`src/rtl/serial_frame_deserializer.sv`:
```
// Serial frame deserializer: receives start/payload/parity/stop frames one bit
// per clock, checks stop and even parity, and hands good payloads to a
// one-entry valid/ready buffer. Error and overrun conditions are reported as
// single-cycle pulses in the cycle after the stop bit is sampled.
module serial_frame_deserializer #(
   parameter int DATA_WIDTH = 8,
   parameter int PARITY_EN  = 1
) (
   input  logic                  clk,
   input  logic                  rst,
   input  logic                  serial_in,
   output logic [DATA_WIDTH-1:0] out_data,
   output logic                  out_valid,
   input  logic                  out_ready,
   output logic                  parity_err,
   output logic                  frame_err,
   output logic                  overrun,
   output logic                  busy
);

   localparam int CNT_W = $clog2(DATA_WIDTH);
   localparam logic [CNT_W-1:0] LAST_IDX = CNT_W'(DATA_WIDTH - 1);

   typedef enum logic [1:0] {
      ST_IDLE   = 2'd0,
      ST_DATA   = 2'd1,
      ST_PARITY = 2'd2,
      ST_STOP   = 2'd3
   } state_t;

   state_t                state_r;
   state_t                state_next_s;
   logic [CNT_W-1:0]      cnt_r;
   logic [DATA_WIDTH-1:0] shift_r;
   logic                  parity_bit_r;
   logic                  eval_s;
   logic                  stop_bad_s;
   logic                  par_bad_s;
   logic                  good_s;
   logic                  drain_s;

   // Even parity over payload plus parity bit: a non-zero result is a mismatch.
   function automatic logic parity_mismatch(input logic [DATA_WIDTH-1:0] data,
                                            input logic                  pbit);
      return ^{data, pbit};
   endfunction

   // FSM state register.
   always_ff @(posedge clk) begin
      if (!rst) begin
         state_r <= ST_IDLE;
      end else begin
         state_r <= state_next_s;
      end
   end

   // Next-state decode and stop-edge frame evaluation.
   always_comb begin
      state_next_s = state_r;
      eval_s       = 1'b0;
      stop_bad_s   = 1'b0;
      par_bad_s    = 1'b0;
      good_s       = 1'b0;
      drain_s      = out_valid & out_ready;
      case (state_r)
         ST_IDLE: begin
            if (serial_in) begin
               state_next_s = ST_DATA;
            end else begin
               state_next_s = ST_IDLE;
            end
         end
         ST_DATA: begin
            if (cnt_r == LAST_IDX) begin
               if (PARITY_EN != 0) begin
                  state_next_s = ST_PARITY;
               end else begin
                  state_next_s = ST_STOP;
               end
            end else begin
               state_next_s = ST_DATA;
            end
         end
         ST_PARITY: begin
            state_next_s = ST_STOP;
         end
         ST_STOP: begin
            state_next_s = ST_IDLE;
            eval_s       = 1'b1;
            stop_bad_s   = serial_in;
            if (PARITY_EN != 0) begin
               par_bad_s = parity_mismatch(shift_r, parity_bit_r);
            end else begin
               par_bad_s = 1'b0;
            end
         end
         default: begin
            state_next_s = ST_IDLE;
         end
      endcase
      good_s = eval_s & ~stop_bad_s & ~par_bad_s;
   end

   // Bit counter, payload shift register and captured parity bit.
   always_ff @(posedge clk) begin
      if (!rst) begin
         cnt_r        <= '0;
         shift_r      <= '0;
         parity_bit_r <= 1'b0;
      end else begin
         case (state_r)
            ST_IDLE: begin
               cnt_r <= '0;
            end
            ST_DATA: begin
               shift_r[cnt_r] <= serial_in;
               cnt_r          <= cnt_r + CNT_W'(1);
            end
            ST_PARITY: begin
               parity_bit_r <= serial_in;
            end
            default: begin
               cnt_r <= cnt_r;
            end
         endcase
      end
   end

   // Registered outputs: one-entry buffer, status pulses and busy flag.
   always_ff @(posedge clk) begin
      if (!rst) begin
         out_data   <= '0;
         out_valid  <= 1'b0;
         parity_err <= 1'b0;
         frame_err  <= 1'b0;
         overrun    <= 1'b0;
         busy       <= 1'b0;
      end else begin
         frame_err  <= eval_s & stop_bad_s;
         parity_err <= eval_s & par_bad_s & ~stop_bad_s;
         overrun    <= good_s & out_valid & ~out_ready;
         busy       <= (state_next_s != ST_IDLE);
         // A drain and a reload on the same edge leave the buffer full.
         if (good_s && (!out_valid || out_ready)) begin
            out_data  <= shift_r;
            out_valid <= 1'b1;
         end else if (drain_s) begin
            out_valid <= 1'b0;
         end else begin
            out_valid <= out_valid;
         end
      end
   end

endmodule

```
`config.mk`:
```
export PLATFORM = sky130hd
export DESIGN_NAME = serial_frame_deserializer
export DESIGN_NICKNAME = d
export VERILOG_FILES = /design/src/rtl/serial_frame_deserializer.sv
export SDC_FILE = /design/constraint.sdc
export NUM_CORES = 1
export LEC_CHECK = 0
export CAP_MARGIN = 15
export CORE_ASPECT_RATIO = 1.25
export CORE_MARGIN = 1.5
export CORE_UTILIZATION = 35
export DETAILED_ROUTE_END_ITERATION = 7
export GPL_ROUTABILITY_DRIVEN = 1
export HOLD_SLACK_MARGIN = 0.05
export PLACE_DENSITY = 0.57
export SETUP_SLACK_MARGIN = 0.02
export SYNTH_ARGS = -nofsm -noshare
export SYNTH_HDL_FRONTEND = slang
export SYNTH_SLANG_ARGS = --single-unit
export TNS_END_PERCENT = 1
```
`constraint.sdc`:
```
create_clock -name clk -period 2.25 [get_ports clk]
set_input_delay 0.3375 -clock clk [delete_from_list [all_inputs] [get_ports clk]]
set_output_delay 0.3375 -clock clk [all_outputs]
set_load 0.05 [all_outputs]
```
==> flow_summary_export.csv, run 1 <==
group,metric,value,unit
floorplanning,die_area,0.00374,mm2
pwr,power_leakage,0.529,nW
timing,slew_headroom,65.9,%
synthesis,synth_common_cells,"dfxtp_1 (27), nand2_1 (18), mux2i_1 (17)",
global_route,grt_pass1_wl,3.50,mm
synthesis,synth_edf_count,0,
synthesis,async_reset_ff_share,0,%
placed_design,gp_congestion,0.688,
drt,firstDrtPassIters,3,
critical_path,criticalPathCategory,"reg2reg",
drt,routedWlPerCell,12.1,um
timing,setup_tns,0,ps
status,status,"completed",
drt,first_iter_violations,9,
critical_path,required,2440,ps
floorplanning,rows,23,
floorplanning,core_area,0.00322,mm2
cells_and_area,syn_to_final_growth,20.2,%
clocking,cts-root-buf,"clkbuf_8",
synthesis,syn_area,0.00118,mm2
critical_path,startpoint,"shift_r[6]",
drt,num_vias,839,
timing,hold_viol_final,0,
clocking,clock_path_buffers,2,
cells_and_area,diodes,0,
global_route,track_usage,12.7,%
timing,fin_crit_sh,90.6,%
synthesis,yosys_warnings,0,
floorplanning,ioPinCount,17,
clocking,postCtsSetupBuffers,0,
critical_path,r2r-start,"shift_r[6]",
placed_design,dp_hpwl,1.54,mm
cells_and_area,nets,143,
synthesis,synth-adder-area-share,2.12,%
synthesis,syn_inst,121,
synthesis,seq_area_frac_synth,45.7,%
timing,timing.final.max_slew_violations,0,
global_route,antenna_found_initial,0,
timing,worst_pin_slew,509,ps
floorplanning,die_w,55.0,um
synthesis,synth.area.mux_share,16.3,%
global_route,grt_max_degree,17,
synthesis,synth_top_flop_cell,"dfxtp_1",
floorplanning,die_y,68.0,um
synthesis,synth.top_cell.area_share,45.7,%
clocking,cts_tree,"built",
synthesis,synth.area.top_cells,"dfxtp_1 (46%), mux2i_1 (14%), nand2_1 (5.7%)",
global_route,grt_pass1_vias,768,
timing,fin_crit,2040,ps
global_route,gr-total-overflow,0,
critical_path,cp-start-kind,"flop",
synthesis,synth_top_family_by_area,"simple AND/OR/NAND/NOR gates",
critical_path,max_stage_delay,520,ps
critical_path,cp_data_arrival_time,2230,ps
pwr,ir_drop,0.264,mV
synthesis,synth-xor-area-share,6.77,%
clocking,clock_sinks,27,
critical_path,endpoint_kind,"flop",
clocking,clk_latency,260,ps
synthesis,synth_top_area_cell,"dfxtp_1",
synthesis,synth-simple-area-share,21.5,%
synthesis,synth-compound-area-share,4.66,%
timing,rsz0062_at_grt,"no",
drt,antenna_left,0,
critical_path,cpMaxStageDelayCell,"or4b_4",
pwr,power_density,571,mW/mm2
min_path,hold_start,"out_data[4]",
critical_path,crit_fanout,8,
cells_and_area,drive_gt1_share,5.15,%
drt,wl,2.10,mm
synthesis,ys_ff_latch,27,
critical_path,path_cells,"xnor3_1 -> or4b_4 -> mux2i_4 -> mux2i_1",
timing,whs,460,ps
clocking,cts_resized,0,
clocking,clkTransAtPathRegs,80,ps
placed_design,numPortBuffers,16,
synthesis,yosysMostFrequentCell,"dfxtp_1",
critical_path,critical-path-top-delay-family,"multiplexers",
synthesis,synth_nets,127,
clocking,cts_hold_buf,0,
drt,drc_errors,0,
critical_path,worst-path-buf-inv,0,
clocking,htreeDepth,1,
timing,setup_violations,0,
timing,fmax,491,MHz
synthesis,yosysUniqueCellTypes,28,
flow_run,drv_cap,0,
min_path,hold_path.class,"reg2reg",
synthesis,syn_area_per_cell,9.77,um2
drt,viasPerCell,4.85,
clocking,cts_buffers,3,
timing,skew,5.97,ps
floorplanning,initial_core_util,36.7,%
## final timing paths
kind / end / slack [ps] / cells past startpoint
setup / recovery: out_data[7] / 210 / 4
hold / removal: out_data[4] / 460 / 2
setup reg to reg: out_data[7] / 210 / 4
hold reg to reg: out_data[4] / 460 / 2
## final cells by class
cell class / count / area [um2]
timing repair buffer: 18 / 175
sequential: 27 / 541
tap: 37 / 46.3
inverter: 2 / 7.51
fill: 327 / 1800
multi-input combinational: 85 / 607
clock buffer: 4 / 45.0
## sequential cells by signal (all words and copies together), names as in the netlist
register / count
parity_bit_r: 1
state_r: 2
busy: 1
parity_err: 1
out_valid: 1
cnt_r: 3
out_data: 8
frame_err: 1
shift_r: 8
overrun: 1
## kinds of logic after synthesis
logic type | Yosys count
buf+inv | 9
xor+xnor | 6
fa+ha+maj | 2
flops | 27
compound gates | 8
mux | 18
simple gates | 51
## report_power, final
part	internal, mW	leakage, nW	switching (mW)
sequential	0.483	0.218	0.00705
clock	0.126	0.0228	0.138
combinational	0.0235	0.288	0.0327
total	0.633	0.529	0.178
## cell usage in the layout, fill, tap and decap left out, types with 2 or more instances in the layout
| cell type | instances |
|---|---|
| a21oi_1 | 2 |
| a22oi_1 | 2 |
| buf_4 | 2 |
| clkbuf_8 | 3 |
| clkdlybuf4s50_1 | 16 |
| dfxtp_1 | 27 |
| ha_1 | 2 |
| inv_1 | 2 |
| mux2i_1 | 17 |
| nand2_1 | 18 |
| nand2b_1 | 3 |
| nand3_1 | 2 |
| nand3b_1 | 3 |
| nor2_1 | 14 |
| nor3b_1 | 4 |
| nor4_1 | 2 |
| xnor2_1 | 2 |
| xnor3_1 | 2 |
| xor2_1 | 2 |
## per-stage QoR
stage                     utilization [%]  total power, mW  cells  instance area [um2]  setup WS [ps]
after global placement               42.7            0.557    169                 1380            169
after floorplan                         -            0.539    121                 1180            397
final                                44.1            0.811    173                 1420            212
after CTS                            44.1            0.826    173                 1420            185
after detailed placement             42.7            0.558    169                 1380            101
after global routing                 44.1            0.845    173                 1420            133
## per-layer routing
layer	GRT usage, %	share of wire (%)	up-vias
met3	1.97	2.2	2
met5	0	0	-
met1	18.1	51	386
met2	19.0	46	7
li1	-	-	444
met4	4.57	0.95	0
## tightest hold or removal path, cell delays in order (launching register included)
cell and delay, ps:
dfxtp_1 320, nand2_1 50, mux2i_1 50
Power figures use the tool's default switching activity.
==> run 2: changes to the inputs <==
--- a/config.mk
+++ b/config.mk
@@ -17,4 +17,3 @@
 export SYNTH_ARGS = -nofsm -noshare
 export SYNTH_HDL_FRONTEND = slang
 export SYNTH_SLANG_ARGS = --single-unit
-export TNS_END_PERCENT = 1
==> results of run 2 <==
Final layout, timing and power as in run 1 (identical DEF).
